### src/rtl/bus_transfer_sequencer_pkg.sv
// Shared definitions for the bus transfer sequencer: register codes,
// control-word bit positions, FSM states and the queued command format.
package bus_seq_pkg;

    // Register codes as carried in a command's src/dst fields
    localparam logic [2:0] REG_A   = 3'd0;
    localparam logic [2:0] REG_B   = 3'd1;
    localparam logic [2:0] REG_C   = 3'd2;
    localparam logic [2:0] REG_P   = 3'd3;
    localparam logic [2:0] REG_S   = 3'd4;
    localparam logic [2:0] REG_ST  = 3'd5;
    localparam logic [2:0] SRC_EXT = 3'd6;

    // Control word layout: one-hot loads in the low half, one-hot OEs above
    localparam int NUM_REGS  = 6;
    localparam int LOAD_BASE = 0;
    localparam int OE_BASE   = 6;
    localparam int CTRL_W    = 12;

    typedef enum logic [1:0] {
        IDLE  = 2'd0,
        DRIVE = 2'd1,
        LOAD  = 2'd2,
        GAP   = 2'd3
    } state_t;

    typedef struct packed {
        logic [2:0] src;
        logic [2:0] dst;
    } cmd_t;

    // A command is executable when its source is a register or the external
    // driver and its destination is a real register.
    function automatic logic cmd_is_valid(input logic [2:0] src, input logic [2:0] dst);
        return (src != 3'd7) && (dst <= REG_ST);
    endfunction

endpackage

### src/rtl/bus_transfer_sequencer_if.sv
// Command handshake and register-bus control signals of the sequencer.
// The master modport is the sequencer itself (it masters the register bus);
// the slave modport is the decoder / register-file side that talks to it.
interface bus_transfer_sequencer_if #(
    parameter int COUNT_W = 16
);
    logic               cmd_valid_in;
    logic               cmd_ready_out;
    logic [2:0]         cmd_src_in;
    logic [2:0]         cmd_dst_in;
    logic               stall_in;
    logic [11:0]        register_control_out;
    logic               ext_oe_out;
    logic               busy_out;
    logic               error_out;
    logic [COUNT_W-1:0] xfer_count_out;

    modport master (
        input  cmd_valid_in, cmd_src_in, cmd_dst_in, stall_in,
        output cmd_ready_out, register_control_out, ext_oe_out,
               busy_out, error_out, xfer_count_out
    );

    modport slave (
        output cmd_valid_in, cmd_src_in, cmd_dst_in, stall_in,
        input  cmd_ready_out, register_control_out, ext_oe_out,
               busy_out, error_out, xfer_count_out
    );
endinterface

### src/rtl/bus_transfer_sequencer_xfer_cmd_fifo.sv
// Small synchronous command queue with registered read data.
// pop_data updates on the edge that pops and holds until the next pop,
// so the consumer can keep using the popped command for several cycles.
module xfer_cmd_fifo
    import bus_seq_pkg::*;
#(
    parameter int DEPTH = 4
) (
    input  logic clock_in,
    input  logic reset_n_in,
    input  logic push,
    input  cmd_t push_data,
    input  logic pop,
    output cmd_t pop_data,
    output logic full,
    output logic empty
);
    localparam int AW = $clog2(DEPTH);

    cmd_t          mem [DEPTH];
    cmd_t          pop_data_reg;
    logic [AW:0]   wr_ptr_reg;
    logic [AW:0]   rd_ptr_reg;
    logic          do_push;
    logic          do_pop;

    // Pointers carry one wrap bit so full and empty are distinguishable
    assign empty   = (wr_ptr_reg == rd_ptr_reg);
    assign full    = (wr_ptr_reg[AW] != rd_ptr_reg[AW]) &&
                     (wr_ptr_reg[AW-1:0] == rd_ptr_reg[AW-1:0]);
    assign do_push = push && !full;
    assign do_pop  = pop && !empty;
    assign pop_data = pop_data_reg;

    // Storage array write; no reset so it can map onto RAM
    always_ff @(posedge clock_in) begin
        if (do_push) begin
            mem[wr_ptr_reg[AW-1:0]] <= push_data;
        end
    end

    // Registered read of the head entry when it is popped
    always_ff @(posedge clock_in) begin
        if (do_pop) begin
            pop_data_reg <= mem[rd_ptr_reg[AW-1:0]];
        end
    end

    // Pointer update; reset empties the queue
    always_ff @(posedge clock_in) begin
        if (!reset_n_in) begin
            wr_ptr_reg <= '0;
            rd_ptr_reg <= '0;
        end else begin
            if (do_push) begin
                wr_ptr_reg <= wr_ptr_reg + 1'b1;
            end
            if (do_pop) begin
                rd_ptr_reg <= rd_ptr_reg + 1'b1;
            end
        end
    end
endmodule

### src/rtl/bus_transfer_sequencer.sv
// Register-bus master: turns queued src->dst moves into the one-hot register
// control word. Each transfer is DRIVE (OE only), LOAD (OE + load) and a GAP
// turnaround. Control outputs are registered from the current state, so they
// appear one cycle after the state is entered.
module bus_transfer_sequencer
    import bus_seq_pkg::*;
#(
    parameter int FIFO_DEPTH = 4,
    parameter int COUNT_W    = 16
) (
    input  logic clock_in,
    input  logic reset_n_in,
    bus_transfer_sequencer_if.master bus
);
    state_t             state_reg;
    state_t             state_next;
    cmd_t               push_cmd;
    cmd_t               head_cmd;
    logic               fifo_full;
    logic               fifo_empty;
    logic               accept;
    logic               push;
    logic               pop;
    logic               driving;
    logic               loading;
    logic [CTRL_W-1:0]  ctrl_reg;
    logic [CTRL_W-1:0]  ctrl_next;
    logic               ext_oe_reg;
    logic               ext_oe_next;
    logic               error_reg;
    logic [COUNT_W-1:0] count_reg;

    // Invalid commands are handshaken away but never reach the queue
    assign push_cmd = '{src: bus.cmd_src_in, dst: bus.cmd_dst_in};
    assign accept   = bus.cmd_valid_in && !fifo_full;
    assign push     = accept && cmd_is_valid(bus.cmd_src_in, bus.cmd_dst_in);

    xfer_cmd_fifo #(
        .DEPTH(FIFO_DEPTH)
    ) u_fifo (
        .clock_in  (clock_in),
        .reset_n_in(reset_n_in),
        .push      (push),
        .push_data (push_cmd),
        .pop       (pop),
        .pop_data  (head_cmd),
        .full      (fifo_full),
        .empty     (fifo_empty)
    );

    // Next-state logic; IDLE pops the queue head as it leaves
    always_comb begin
        state_next = state_reg;
        pop        = 1'b0;
        case (state_reg)
            IDLE: begin
                if (!fifo_empty) begin
                    pop        = 1'b1;
                    state_next = DRIVE;
                end
            end
            DRIVE:   if (!bus.stall_in) state_next = LOAD;
            LOAD:    state_next = GAP;
            GAP:     state_next = IDLE;
            default: state_next = IDLE;
        endcase
    end

    // Control word decode from the current state and popped command
    assign driving     = (state_reg == DRIVE) || (state_reg == LOAD);
    assign loading     = (state_reg == LOAD);
    assign ext_oe_next = driving && (head_cmd.src == SRC_EXT);

    genvar gi;
    generate
        for (gi = 0; gi < NUM_REGS; gi++) begin : g_decode
            assign ctrl_next[OE_BASE + gi]   = driving && (head_cmd.src == 3'(gi));
            assign ctrl_next[LOAD_BASE + gi] = loading && (head_cmd.dst == 3'(gi));
        end
    endgenerate

    // State, registered outputs, sticky error and transfer counter
    always_ff @(posedge clock_in) begin
        if (!reset_n_in) begin
            state_reg  <= IDLE;
            ctrl_reg   <= '0;
            ext_oe_reg <= 1'b0;
            error_reg  <= 1'b0;
            count_reg  <= '0;
        end else begin
            state_reg  <= state_next;
            ctrl_reg   <= ctrl_next;
            ext_oe_reg <= ext_oe_next;
            if (accept && !cmd_is_valid(bus.cmd_src_in, bus.cmd_dst_in)) begin
                error_reg <= 1'b1;
            end
            if (state_reg == LOAD) begin
                count_reg <= count_reg + 1'b1;
            end
        end
    end

    assign bus.register_control_out = ctrl_reg;
    assign bus.ext_oe_out            = ext_oe_reg;
    assign bus.error_out             = error_reg;
    assign bus.xfer_count_out        = count_reg;
    assign bus.cmd_ready_out         = !fifo_full;
    assign bus.busy_out              = (state_reg != IDLE) || !fifo_empty;

    // Bus safety: one driver, one loader, never a load without a driver
    always_ff @(posedge clock_in) begin
        if (reset_n_in) begin
            assert ($countones({ctrl_reg[OE_BASE +: NUM_REGS], ext_oe_reg}) <= 1);
            assert ($countones(ctrl_reg[LOAD_BASE +: NUM_REGS]) <= 1);
            assert (!(|ctrl_reg[LOAD_BASE +: NUM_REGS]) ||
                    (|ctrl_reg[OE_BASE +: NUM_REGS]) || ext_oe_reg);
        end
    end
endmodule

### src/flat_wrapper.sv
// flat-port wrapper written by rule: the top's interface ports become plain ports
module bus_transfer_sequencer_flat import bus_seq_pkg::*;
#(
    parameter int FIFO_DEPTH = 4,
    parameter int COUNT_W    = 16
)
  (clock_in, reset_n_in, bus_cmd_valid_in, bus_cmd_src_in, bus_cmd_dst_in, bus_stall_in, bus_cmd_ready_out, bus_register_control_out, bus_ext_oe_out, bus_busy_out, bus_error_out, bus_xfer_count_out);
  bus_transfer_sequencer_if #(.COUNT_W(COUNT_W)) bus_i ();
  input  logic clock_in;
  input  logic reset_n_in;
  input wire logic [$bits(bus_i.cmd_valid_in)-1:0] bus_cmd_valid_in;
  input wire logic [$bits(bus_i.cmd_src_in)-1:0] bus_cmd_src_in;
  input wire logic [$bits(bus_i.cmd_dst_in)-1:0] bus_cmd_dst_in;
  input wire logic [$bits(bus_i.stall_in)-1:0] bus_stall_in;
  output wire logic [$bits(bus_i.cmd_ready_out)-1:0] bus_cmd_ready_out;
  output wire logic [$bits(bus_i.register_control_out)-1:0] bus_register_control_out;
  output wire logic [$bits(bus_i.ext_oe_out)-1:0] bus_ext_oe_out;
  output wire logic [$bits(bus_i.busy_out)-1:0] bus_busy_out;
  output wire logic [$bits(bus_i.error_out)-1:0] bus_error_out;
  output wire logic [$bits(bus_i.xfer_count_out)-1:0] bus_xfer_count_out;
  assign bus_i.cmd_valid_in = bus_cmd_valid_in;
  assign bus_i.cmd_src_in = bus_cmd_src_in;
  assign bus_i.cmd_dst_in = bus_cmd_dst_in;
  assign bus_i.stall_in = bus_stall_in;
  assign bus_cmd_ready_out = bus_i.cmd_ready_out;
  assign bus_register_control_out = bus_i.register_control_out;
  assign bus_ext_oe_out = bus_i.ext_oe_out;
  assign bus_busy_out = bus_i.busy_out;
  assign bus_error_out = bus_i.error_out;
  assign bus_xfer_count_out = bus_i.xfer_count_out;
  bus_transfer_sequencer #(.FIFO_DEPTH(FIFO_DEPTH), .COUNT_W(COUNT_W)) u_core (.clock_in(clock_in), .reset_n_in(reset_n_in), .bus(bus_i));
endmodule
### config.mk
export PLATFORM = sky130hd
export DESIGN_NAME = bus_transfer_sequencer_flat
export DESIGN_NICKNAME = d
export VERILOG_FILES = /design/src/rtl/bus_transfer_sequencer_pkg.sv /design/src/rtl/bus_transfer_sequencer_if.sv /design/src/rtl/bus_transfer_sequencer_xfer_cmd_fifo.sv /design/src/rtl/bus_transfer_sequencer.sv /design/src/flat_wrapper.sv
export SDC_FILE = /design/constraint.sdc
export NUM_CORES = 1
export LEC_CHECK = 0
export CAP_MARGIN = 20
export CORE_MARGIN = 4
export CORE_UTILIZATION = 37
export CTS_BUF_LIST = sky130_fd_sc_hd__clkbuf_8
export CTS_CLUSTER_DIAMETER = 80
export CTS_CLUSTER_SIZE = 16
export DETAILED_ROUTE_END_ITERATION = 12
export HOLD_SLACK_MARGIN = 0.05
export PLACE_DENSITY = 0.69
export SYNTH_ARGS = -nofsm -noshare
export SYNTH_HDL_FRONTEND = slang
export SYNTH_SLANG_ARGS = --single-unit
### constraint.sdc
create_clock -name clock_in -period 1.9 [get_ports clock_in]
set_input_delay 0.38 -clock clock_in [delete_from_list [all_inputs] [get_ports clock_in]]
set_output_delay 0.38 -clock clock_in [all_outputs]
set_load 0.05 [all_outputs]
==> flow_summary.json <==
{
  "ys_types": 40,
  "p_int_uw": 2880,
  "min_period_ps": 1840,
  "core_sq_um": 7290,
  "cts_tree": "built",
  "drive_gt1_share_pct": 19.9,
  "final_cell_area_sq_um": 3590,
  "synthCells": 219,
  "drtIter0Drc": 60,
  "clkPwrFrac_pct": 30.2,
  "clock_latency_ps": 340,
  "gp_congestion": 0.827,
  "grt_util_all_layers_pct": 12.4,
  "postSynthNetCount": 238,
  "largest_reg_flops": 24,
  "max-slew-margin-rel_pct": 62.0,
  "critPathMaxFanout": 4,
  "post-route-util_pct": 49.2,
  "ys_seq_area_share_pct": 59.4,
  "slew_violations": 0,
  "cts-root-buf": "clkbuf_8",
  "skew_ps": 9.78,
  "whs_ps": 494,
  "layout_commonest_cell": "dfxtp_1",
  "h-tree-depth": 3,
  "synth-seq-cells": 68,
  "dp_hpwl_microns": 3590,
  "syn-cell-area_sq_um": 2800,
  "routedWlPerCell_microns": 12.7,
  "p_seq_share_pct": 44.9,
  "ys.flop_type": "dfxtp_1",
  "worst_pin_slew_ps": 566,
  "fin_nets": 295,
  "cap_violations": 0,
  "mostFrequentLayoutCells": "dfxtp_1, buf_4, edfxtp_1",
  "p_total_uw": 4030,
  "drt_wl_total_microns": 4830,
  "overflow": 0,
  "synth_area_per_cell_sq_um": 12.8,
  "hold_viol_final": 0,
  "p_per_area_nw_per_um2": 1130,
  "yosysWarnings": 0,
  "cts_buffers": 9,
  "area_delta_synth_final_pct": 28.2,
  "p_comb_share_pct": 24.9,
  "post_drt_via_cell_ratio": 4.62,
  "ir_drop_mv": 0.542,
  "n_antenna_cell": 0,
  "leakage_uw": 0.00146,
  "critPathKind": "register to output port",
  "final_antenna_net_count": 0,
  "grt_pass1_vias": 1729,
  "start_kind": "register",
  "fmax_ghz": 0.544,
  "portBuffers": 41,
  "grt_first_pass_wirelength_microns": 8240,
  "fin_crit_sh_pct": 96.8,
  "setup.worst_path.end_class": "output port",
  "setup-violations-final": 0,
  "r2r_setup_slack_ps": 230,
  "clkSinkCount": 68,
  "path_clk_slew_ps": 60,
  "ctsHoldBuffers": 0,
  "clockBufferDepth": 2,
  "drc_errors": 0,
  "rows": 31,
  "die_w_microns": 94.9,
  "p_sw_share_pct": 28.5,
  "rsz0062_at_grt": "yes",
  "vias": 1754,
  "ys_async_sr_fraction_pct": 0,
  "initial_utilization_pct": 38.3,
  "synth_edf_count": 30,
  "die_h_microns": 94.9,
  "antenna_found_initial": 0,
  "grt_max_degree": 16,
  "dr.pass1.iters": 4,
  "die_area_sq_um": 9010,
  "io_pins": 42,
  "crit_required_ps": 1520,
  "placed_cell_area_sq_um": 3350,
  "arrival_ps": 1460,
  "power_switching_uw": 1150,
  "outcome": "finished clean",
  "hp-class": "register to register"
}
## metal layers
metal / GRT usage (%) / wire length [microns] / vias up
met5: 0 / 0 / -
met4: 5.65 / 96 / 0
met3: 6.14 / 295 / 8
met2: 19.1 / 2290 / 41
met1: 14.5 / 2150 / 805
li1: - / - / 900
## path summary, 6_finish.rpt
| kind | cells after the start | to | from |
|---|---|---|---|
| setup / recovery | 3 | bus_cmd_ready_out | u_core.u_fifo.rd_ptr_reg[1]$_SDFFE_PN0P_ |
| hold / removal | 2 | u_core.bus.xfer_count_out[12]$_SDFFE_PN0P_ | u_core.bus.xfer_count_out[12]$_SDFFE_PN0P_ |
| hold reg to reg | 2 | u_core.bus.xfer_count_out[12]$_SDFFE_PN0P_ | u_core.bus.xfer_count_out[12]$_SDFFE_PN0P_ |
| setup reg to reg | 4 | u_core.u_fifo.mem[0][2]$_DFFE_PP_ | u_core.u_fifo.wr_ptr_reg[0]$_SDFFE_PN0P_ |
## Yosys cell counts, types with 2 or more instances
cell type | count | area [sq um]
dfxtp_1 | 38 | 761
nor4b_1 | 2 | 17.5
ha_1 | 9 | 113
nor4_1 | 7 | 43.8
xor2_1 | 9 | 78.8
nor2_1 | 5 | 18.8
nand4_1 | 6 | 37.5
inv_1 | 9 | 33.8
mux2i_1 | 5 | 50.1
edfxtp_1 | 30 | 901
nand3_1 | 4 | 20.0
clkbuf_1 | 5 | 18.8
nor3_1 | 8 | 40.0
and2_2 | 3 | 22.5
nor2b_1 | 3 | 18.8
mux4_1 | 6 | 158
buf_6 | 2 | 22.5
nand2_1 | 19 | 71.3
nand2b_1 | 3 | 18.8
nand3b_1 | 2 | 15.0
xnor2_1 | 9 | 78.8
o21ai_0 | 3 | 15.0
or3_1 | 2 | 12.5
and2_1 | 14 | 87.6
## worst max-delay path, stage by stage, from the launching register on
cell     delay, ps
dfxtp_1        340
xor2_2         200
or3_4          410
buf_12         160
## layout make-up
class,count,area [sq um]
repair buffers,55,504
clock buffers,9,124
clock inverters,7,83.8
flip-flops and latches,68,1660
well taps,99,124
multi-input cells,133,1050
fillers,677,3710
inverters,9,33.8
## power by group through the flow
stage | combinational (uW) | sequential (uW) | clock (uW)
finish | 1000 | 1810 | 1220
global route | 1100 | 1830 | 1350
CTS | 994 | 1810 | 1270
detailed placement | 980 | 1840 | 0
global placement | 958 | 1840 | 0
floorplan | 602 | 1910 | 0
## through the flow
stage | instances | setup TNS (ps) | setup slack [ps]
6_report | 380 | 0 | 61.5
5_1_grt | 380 | -12.6 | -12.6
4_1_cts | 379 | 0 | 21.0
3_5_place_dp | 363 | -546 | -39.9
3_3_place_gp | 363 | 0 | 16.7
2_1_floorplan | 219 | 0 | 20.2
## repair_timing
action                     4_1_cts  5_1_grt
pin swaps                        0        1
gates resized for setup          3        5
setup endpoints to repair        2        6
setup buffers                    0        1
## logic make-up (layout without fill, tap and decap cells)
logic type	Yosys count	in the layout	synth area share, %
flops	68	68	59.4
mux	11	11	7.43
xor+xnor	19	19	6.22
simple gates	83	83	16.9
compound gates	11	11	2.86
fa+ha+maj	9	9	4.03
buf+inv	18	80	3.13
No activity file was read; power rests on OpenSTA's default activity.
